### src/rtl/serial_arith_pkg.sv
// Shared types and constants for the bit-serial arithmetic blocks.
package serial_arith_pkg;

    localparam int unsigned SERIAL_W_DEFAULT = 8;

    typedef enum logic [1:0] {
        IDLE  = 2'd0,
        SHIFT = 2'd1,
        DONE  = 2'd2
    } state_t;

endpackage

### src/rtl/FS.sv
// Single-bit full-subtractor cell: Dif = x - y - Bin, Bout set when the bit underflows.
module FS (
    input  logic x,
    input  logic y,
    input  logic Bin,
    output logic Dif,
    output logic Bout
);

    assign Dif  = x ^ y ^ Bin;
    assign Bout = (~x & y) | (~x & Bin) | (y & Bin);

endmodule

### src/rtl/serial_sub_ctrl.sv
// Bit-serial subtractor: one FS cell resolves a - b - bin LSB first over W cycles,
// result and final borrow held on a valid/ready output until taken.
module serial_sub_ctrl
    import serial_arith_pkg::*;
#(
    parameter int unsigned W = SERIAL_W_DEFAULT
) (
    input  logic         clk,
    input  logic         rst,
    input  logic         in_valid,
    output logic         in_ready,
    input  logic [W-1:0] a,
    input  logic [W-1:0] b,
    input  logic         bin,
    output logic         out_valid,
    input  logic         out_ready,
    output logic [W-1:0] diff,
    output logic         bout,
    output logic         busy
);

    localparam int unsigned CW = $clog2(W);

    state_t         state;
    state_t         state_nx;
    logic [CW-1:0]  cnt;
    logic [W-1:0]   a_sh;
    logic [W-1:0]   b_sh;
    logic [W-1:0]   diff_sh;
    logic [W-1:0]   diff_sh_nx;
    logic           borrow_r;
    logic           fs_dif;
    logic           fs_bout;
    logic           accept;
    logic           shift_en;
    logic           last_bit;

    FS u_fs (
        .x    (a_sh[0]),
        .y    (b_sh[0]),
        .Bin  (borrow_r),
        .Dif  (fs_dif),
        .Bout (fs_bout)
    );

    assign last_bit   = (cnt == CW'(W - 1));
    // Newly resolved bit enters at the MSB; after W shifts bit 0 sits at the LSB.
    assign diff_sh_nx = W'({fs_dif, diff_sh} >> 1);

    // State register
    always_ff @(posedge clk) begin
        if (rst) begin
            state <= IDLE;
        end else begin
            state <= state_nx;
        end
    end

    // Next-state logic
    always_comb begin
        state_nx = state;
        case (state)
            IDLE:    if (in_valid)  state_nx = SHIFT;
            SHIFT:   if (last_bit)  state_nx = DONE;
            DONE:    if (out_ready) state_nx = IDLE;
            default: state_nx = IDLE;
        endcase
    end

    // State-decoded outputs and datapath enables
    always_comb begin
        in_ready  = 1'b0;
        out_valid = 1'b0;
        busy      = 1'b1;
        accept    = 1'b0;
        shift_en  = 1'b0;
        case (state)
            IDLE: begin
                in_ready = ~rst;
                busy     = 1'b0;
                accept   = in_valid & ~rst;
            end
            SHIFT:   shift_en  = 1'b1;
            DONE:    out_valid = 1'b1;
            default: busy      = 1'b0;
        endcase
    end

    // Shift registers, borrow, bit counter and held result
    always_ff @(posedge clk) begin
        if (rst) begin
            cnt      <= '0;
            a_sh     <= '0;
            b_sh     <= '0;
            diff_sh  <= '0;
            borrow_r <= 1'b0;
            diff     <= '0;
            bout     <= 1'b0;
        end else if (accept) begin
            cnt      <= '0;
            a_sh     <= a;
            b_sh     <= b;
            borrow_r <= bin;
        end else if (shift_en) begin
            a_sh     <= {1'b0, a_sh[W-1:1]};
            b_sh     <= {1'b0, b_sh[W-1:1]};
            diff_sh  <= diff_sh_nx;
            borrow_r <= fs_bout;
            if (last_bit) begin
                diff <= diff_sh_nx;
                bout <= fs_bout;
            end else begin
                cnt <= cnt + CW'(1);
            end
        end
    end

endmodule

### config.mk
export PLATFORM = sky130hd
export DESIGN_NAME = serial_sub_ctrl
export DESIGN_NICKNAME = d
export VERILOG_FILES = /design/src/rtl/serial_arith_pkg.sv /design/src/rtl/FS.sv /design/src/rtl/serial_sub_ctrl.sv
export SDC_FILE = /design/constraint.sdc
export NUM_CORES = 1
export LEC_CHECK = 0
export BUFFER_PORTS_ARGS = -buffer_cell sky130_fd_sc_hd__buf_2
export CAP_MARGIN = 10
export CORE_ASPECT_RATIO = 0.7
export CORE_MARGIN = 1
export CORE_UTILIZATION = 40
export DETAILED_ROUTE_END_ITERATION = 7
export SLEW_MARGIN = 25
export SYNTH_ARGS = -nofsm -noshare
export SYNTH_HDL_FRONTEND = slang
export SYNTH_SLANG_ARGS = --single-unit
### constraint.sdc
create_clock -name clk -period 1.8 [get_ports clk]
set_clock_uncertainty 0.15 [all_clocks]
set_input_delay 0.36 -clock clk [delete_from_list [all_inputs] [get_ports clk]]
set_output_delay 0.36 -clock clk [all_outputs]
set_load 0.05 [all_outputs]
==> metrics.txt <==
# TYPE chip_impl_metric gauge
chip_impl_info{name="grt_most_used_layer",value="met2"} 1
chip_impl_metric{name="netlist_area",unit="µm²"} 1758
chip_impl_metric{name="timing.final.max_slew_violations",unit=""} 0
chip_impl_metric{name="chipHeight",unit="µm"} 57.47
chip_impl_metric{name="fp.dieArea",unit="µm²"} 4668
chip_impl_metric{name="clk-insertion-delay-late",unit="ns"} 0.28
chip_impl_metric{name="routed_via_density",unit=""} 4.871
chip_impl_metric{name="gr-usage-met3",unit="%"} 5.120
chip_impl_metric{name="synth_cell_type_count",unit=""} 28
chip_impl_info{name="clock_tree_from_tritoncts",value="done"} 1
chip_impl_metric{name="max_freq",unit="GHz"} 0.5736
chip_impl_metric{name="vias",unit=""} 1242
chip_impl_metric{name="tritoncts.num_buffers",unit=""} 5
chip_impl_metric{name="globalRouteMet2Util",unit="%"} 29.05
chip_impl_metric{name="timing.final.crit_share",unit="%"} 96.85
chip_impl_metric{name="fin_setup_tns",unit="ns"} 0
chip_impl_metric{name="synth_edf_count",unit=""} 0
chip_impl_metric{name="yosysWarnings",unit=""} 0
chip_impl_metric{name="syn_inst",unit=""} 171
chip_impl_metric{name="placeableCoreArea",unit="µm²"} 4065
chip_impl_metric{name="synth-seq-cells",unit=""} 38
chip_impl_metric{name="drtPass1Iterations",unit=""} 4
chip_impl_metric{name="worst_slew_pin_slew",unit="ns"} 0.4825
chip_impl_metric{name="power.density_cell_area",unit="nW/µm²"} 1124
chip_impl_metric{name="dp_hpwl",unit="µm"} 2377
chip_impl_metric{name="placementRows",unit=""} 19
chip_impl_metric{name="timing.slew.headroom",unit="%"} 67.83
chip_impl_info{name="cts_root_buffer",value="sky130_fd_sc_hd__clkbuf_8"} 1
chip_impl_metric{name="synthToLayoutAreaGrowth",unit="%"} 15.73
chip_impl_metric{name="post_route_cells_drive_above_1_share",unit="%"} 32.51
chip_impl_metric{name="synth-async-reset-ratio",unit="%"} 0
chip_impl_metric{name="cts_hold_buffers",unit=""} 0
chip_impl_metric{name="leakagePower",unit="nW"} 0.8134
chip_impl_info{name="hold_class",value="primary input to flop"} 1
chip_impl_metric{name="global_route.usage.total",unit="%"} 16.72
chip_impl_metric{name="grt_pass1_vias",unit=""} 1333
chip_impl_metric{name="grt_first_pass_wirelength",unit="µm"} 5802
chip_impl_metric{name="final_core_utilization",unit="%"} 50.05
chip_impl_metric{name="maxCapViolCount",unit=""} 0
chip_impl_info{name="grt_setup_unrepaired",value="false"} 1
chip_impl_metric{name="syn_area_per_cell",unit="µm²"} 10.28
chip_impl_metric{name="synth_sequential_area_ratio",unit="%"} 43.27
chip_impl_metric{name="gpl.final_weighted_congestion",unit=""} 0.7457
chip_impl_metric{name="crit_path_max_fanout",unit=""} 4
chip_impl_metric{name="grt_antenna_before_repair",unit=""} 0
chip_impl_metric{name="drc",unit=""} 0
chip_impl_metric{name="h-tree-depth",unit=""} 2
chip_impl_metric{name="syn_nets",unit=""} 199
chip_impl_metric{name="max-clock-path-buffers",unit=""} 2
chip_impl_metric{name="gr-usage-met1",unit="%"} 19.33
chip_impl_metric{name="wl_per_cell",unit="µm"} 13.14
chip_impl_info{name="kind_of_critical_path",value="flop to primary output"} 1
chip_impl_info{name="synth_top_flop_cell",value="sky130_fd_sc_hd__dfxtp_1"} 1
chip_impl_metric{name="final_ant_viol_nets",unit=""} 0
chip_impl_metric{name="postCtsSetupRepairBufs",unit=""} 0
chip_impl_metric{name="vdd_ir_drop_max",unit="mV"} 0.6898
chip_impl_metric{name="setup_violations",unit=""} 0
chip_impl_metric{name="die_w",unit="µm"} 81.24
chip_impl_info{name="cp-end-kind",value="primary output"} 1
chip_impl_metric{name="worstPathRequired",unit="ns"} 1.29
chip_impl_info{name="critical_path.startpoint_type",value="flop"} 1
chip_impl_metric{name="detail_route.iter0.violations",unit=""} 60
chip_impl_metric{name="grt-ovfl-total",unit=""} 0
chip_impl_metric{name="pin_count",unit=""} 33
chip_impl_metric{name="start_util",unit="%"} 43.24
chip_impl_metric{name="number_of_buffers_added_on_ports",unit=""} 32
chip_impl_info{name="run_status",value="complete, no violations"} 1
chip_impl_metric{name="worst-endpoint-arrival",unit="ns"} 1.23
chip_impl_metric{name="hold_worst_slack",unit="ns"} 0.1668
chip_impl_metric{name="routed_wl",unit="µm"} 3351
chip_impl_metric{name="hold_violations",unit=""} 0
chip_impl_metric{name="layout_min_cycle_time",unit="ns"} 1.743
chip_impl_metric{name="cts.clk_slew.worst_paths",unit="ns"} 0.07
chip_impl_metric{name="grt_start_max_net_pins",unit=""} 40
chip_impl_metric{name="clock_sinks",unit=""} 38
chip_impl_metric{name="final_layout_net_count",unit=""} 230
chip_impl_metric{name="antennaDiodeCount",unit=""} 0
## layout make-up
cell class | count | area [µm²]
Clock buffer | 6 | 82.58
Clock inverter | 2 | 12.51
Fill cell | 381 | 2031
Inverter | 4 | 15.01
Multi-Input combinational cell | 118 | 894.6
Sequential cell | 38 | 760.7
Tap cell | 52 | 65.06
Timing Repair Buffer | 35 | 203.9
## worst paths after layout
kind,start,endpoint,slack (ns),cells past startpoint
worst max register to register,state[1],cnt[0],0.19,6
worst min-delay path,a[7],a_sh[7],0.17,3
worst max-delay path,state[0],in_ready,0.06,4
worst min register to register,diff[2],diff[2],0.31,2
## cells in the mapped netlist, drive strengths merged, types with 2 or more instances
cell / number / area, µm²
dfxtp: 38 / 760.7
mux2i: 24 / 240.2
nor2: 23 / 86.33
nand2: 19 / 71.32
a211oi: 17 / 197.7
buf: 11 / 102.6
a21oi: 10 / 50.05
ha: 6 / 75.07
inv: 4 / 15.01
nand2b: 4 / 25.02
nor3: 3 / 20.02
nand3: 2 / 10.01
## where the power goes
group | switching (mW) | total, mW | internal, mW | leakage, nW
clock network | 0.294 | 0.602 | 0.308 | 0.0472
registers | 0.0559 | 0.986 | 0.930 | 0.309
logic | 0.375 | 0.699 | 0.324 | 0.457
## sequential cells by signal, summed over array words and instances (netlist names)
register  cells
diff          8
borrow_r      1
b_sh          8
a_sh          8
bout          1
state         2
cnt           3
diff_sh       7
## metal layers
layer	vias to the layer above	wire length [µm]
met5	-	0
met4	0	51
met2	22	1597
met1	567	1559
li1	648	-
met3	5	143
## critical path, cell delays in order (launching register included)
cell and delay [ns]:
sky130_fd_sc_hd__dfxtp_1 0.38, sky130_fd_sc_hd__inv_2 0.08, sky130_fd_sc_hd__ha_4 0.18, sky130_fd_sc_hd__nor2b_2 0.16
sky130_fd_sc_hd__buf_6 0.15
## through the flow
step | total power, mW | worst slack, ns | cells | cell area, µm²
after CTS | 2.311 | 0.003347 | 255 | 2034
after detailed placement | 1.679 | 0.1246 | 247 | 1918
after global routing | 2.423 | 0.004487 | 255 | 2034
final | 2.286 | 0.05669 | 255 | 2034
after floorplan | 1.600 | 0.1683 | 171 | 1760
after global placement | 1.648 | 0.2155 | 247 | 1918
## repair_timing
item | CTS | global route
pin swaps | 0 | 0
cloned | 0 | 0
endpoints found under the setup margin | 2 | 2
resized for setup | 5 | 2
## kinds of logic after synthesis
family	count (synthesis)	share of synthesized area (%)
mux	24	13.67
buf+inv	15	6.690
fa+ha+maj	7	5.409
simple gates	56	15.09
compound gates	30	15.37
xor+xnor	1	0.4983
flops	38	43.27
## cells in the final DEF (no fill, tap or decap)
cell,Yosys,final
sky130_fd_sc_hd__o211ai_1,1,1
sky130_fd_sc_hd__a21oi_1,10,10
sky130_fd_sc_hd__nor2_1,23,23
sky130_fd_sc_hd__and2b_2,1,1
sky130_fd_sc_hd__clkinv_2,0,1
sky130_fd_sc_hd__nor3_1,2,2
sky130_fd_sc_hd__buf_6,2,1
sky130_fd_sc_hd__a211oi_2,14,14
sky130_fd_sc_hd__buf_12,2,1
sky130_fd_sc_hd__ha_4,0,1
sky130_fd_sc_hd__ha_1,6,5
sky130_fd_sc_hd__fa_1,1,1
sky130_fd_sc_hd__a31oi_1,1,1
sky130_fd_sc_hd__clkinvlp_4,0,1
sky130_fd_sc_hd__a211oi_1,3,3
sky130_fd_sc_hd__dfxtp_1,38,38
sky130_fd_sc_hd__a311oi_1,1,1
sky130_fd_sc_hd__inv_2,1,3
sky130_fd_sc_hd__nand3_1,2,2
sky130_fd_sc_hd__nand3b_4,1,1
sky130_fd_sc_hd__and3b_1,1,1
sky130_fd_sc_hd__and2_4,1,1
sky130_fd_sc_hd__nor3_2,1,1
sky130_fd_sc_hd__clkbuf_8,0,6
sky130_fd_sc_hd__buf_2,5,30
sky130_fd_sc_hd__nand2b_1,4,4
sky130_fd_sc_hd__nor2b_2,0,1
sky130_fd_sc_hd__mux2i_1,24,24
sky130_fd_sc_hd__buf_4,2,3
sky130_fd_sc_hd__xnor2_1,1,1
sky130_fd_sc_hd__nand2_1,19,19
sky130_fd_sc_hd__inv_1,3,1
Note: power is estimated with default switching activity, not from simulation.
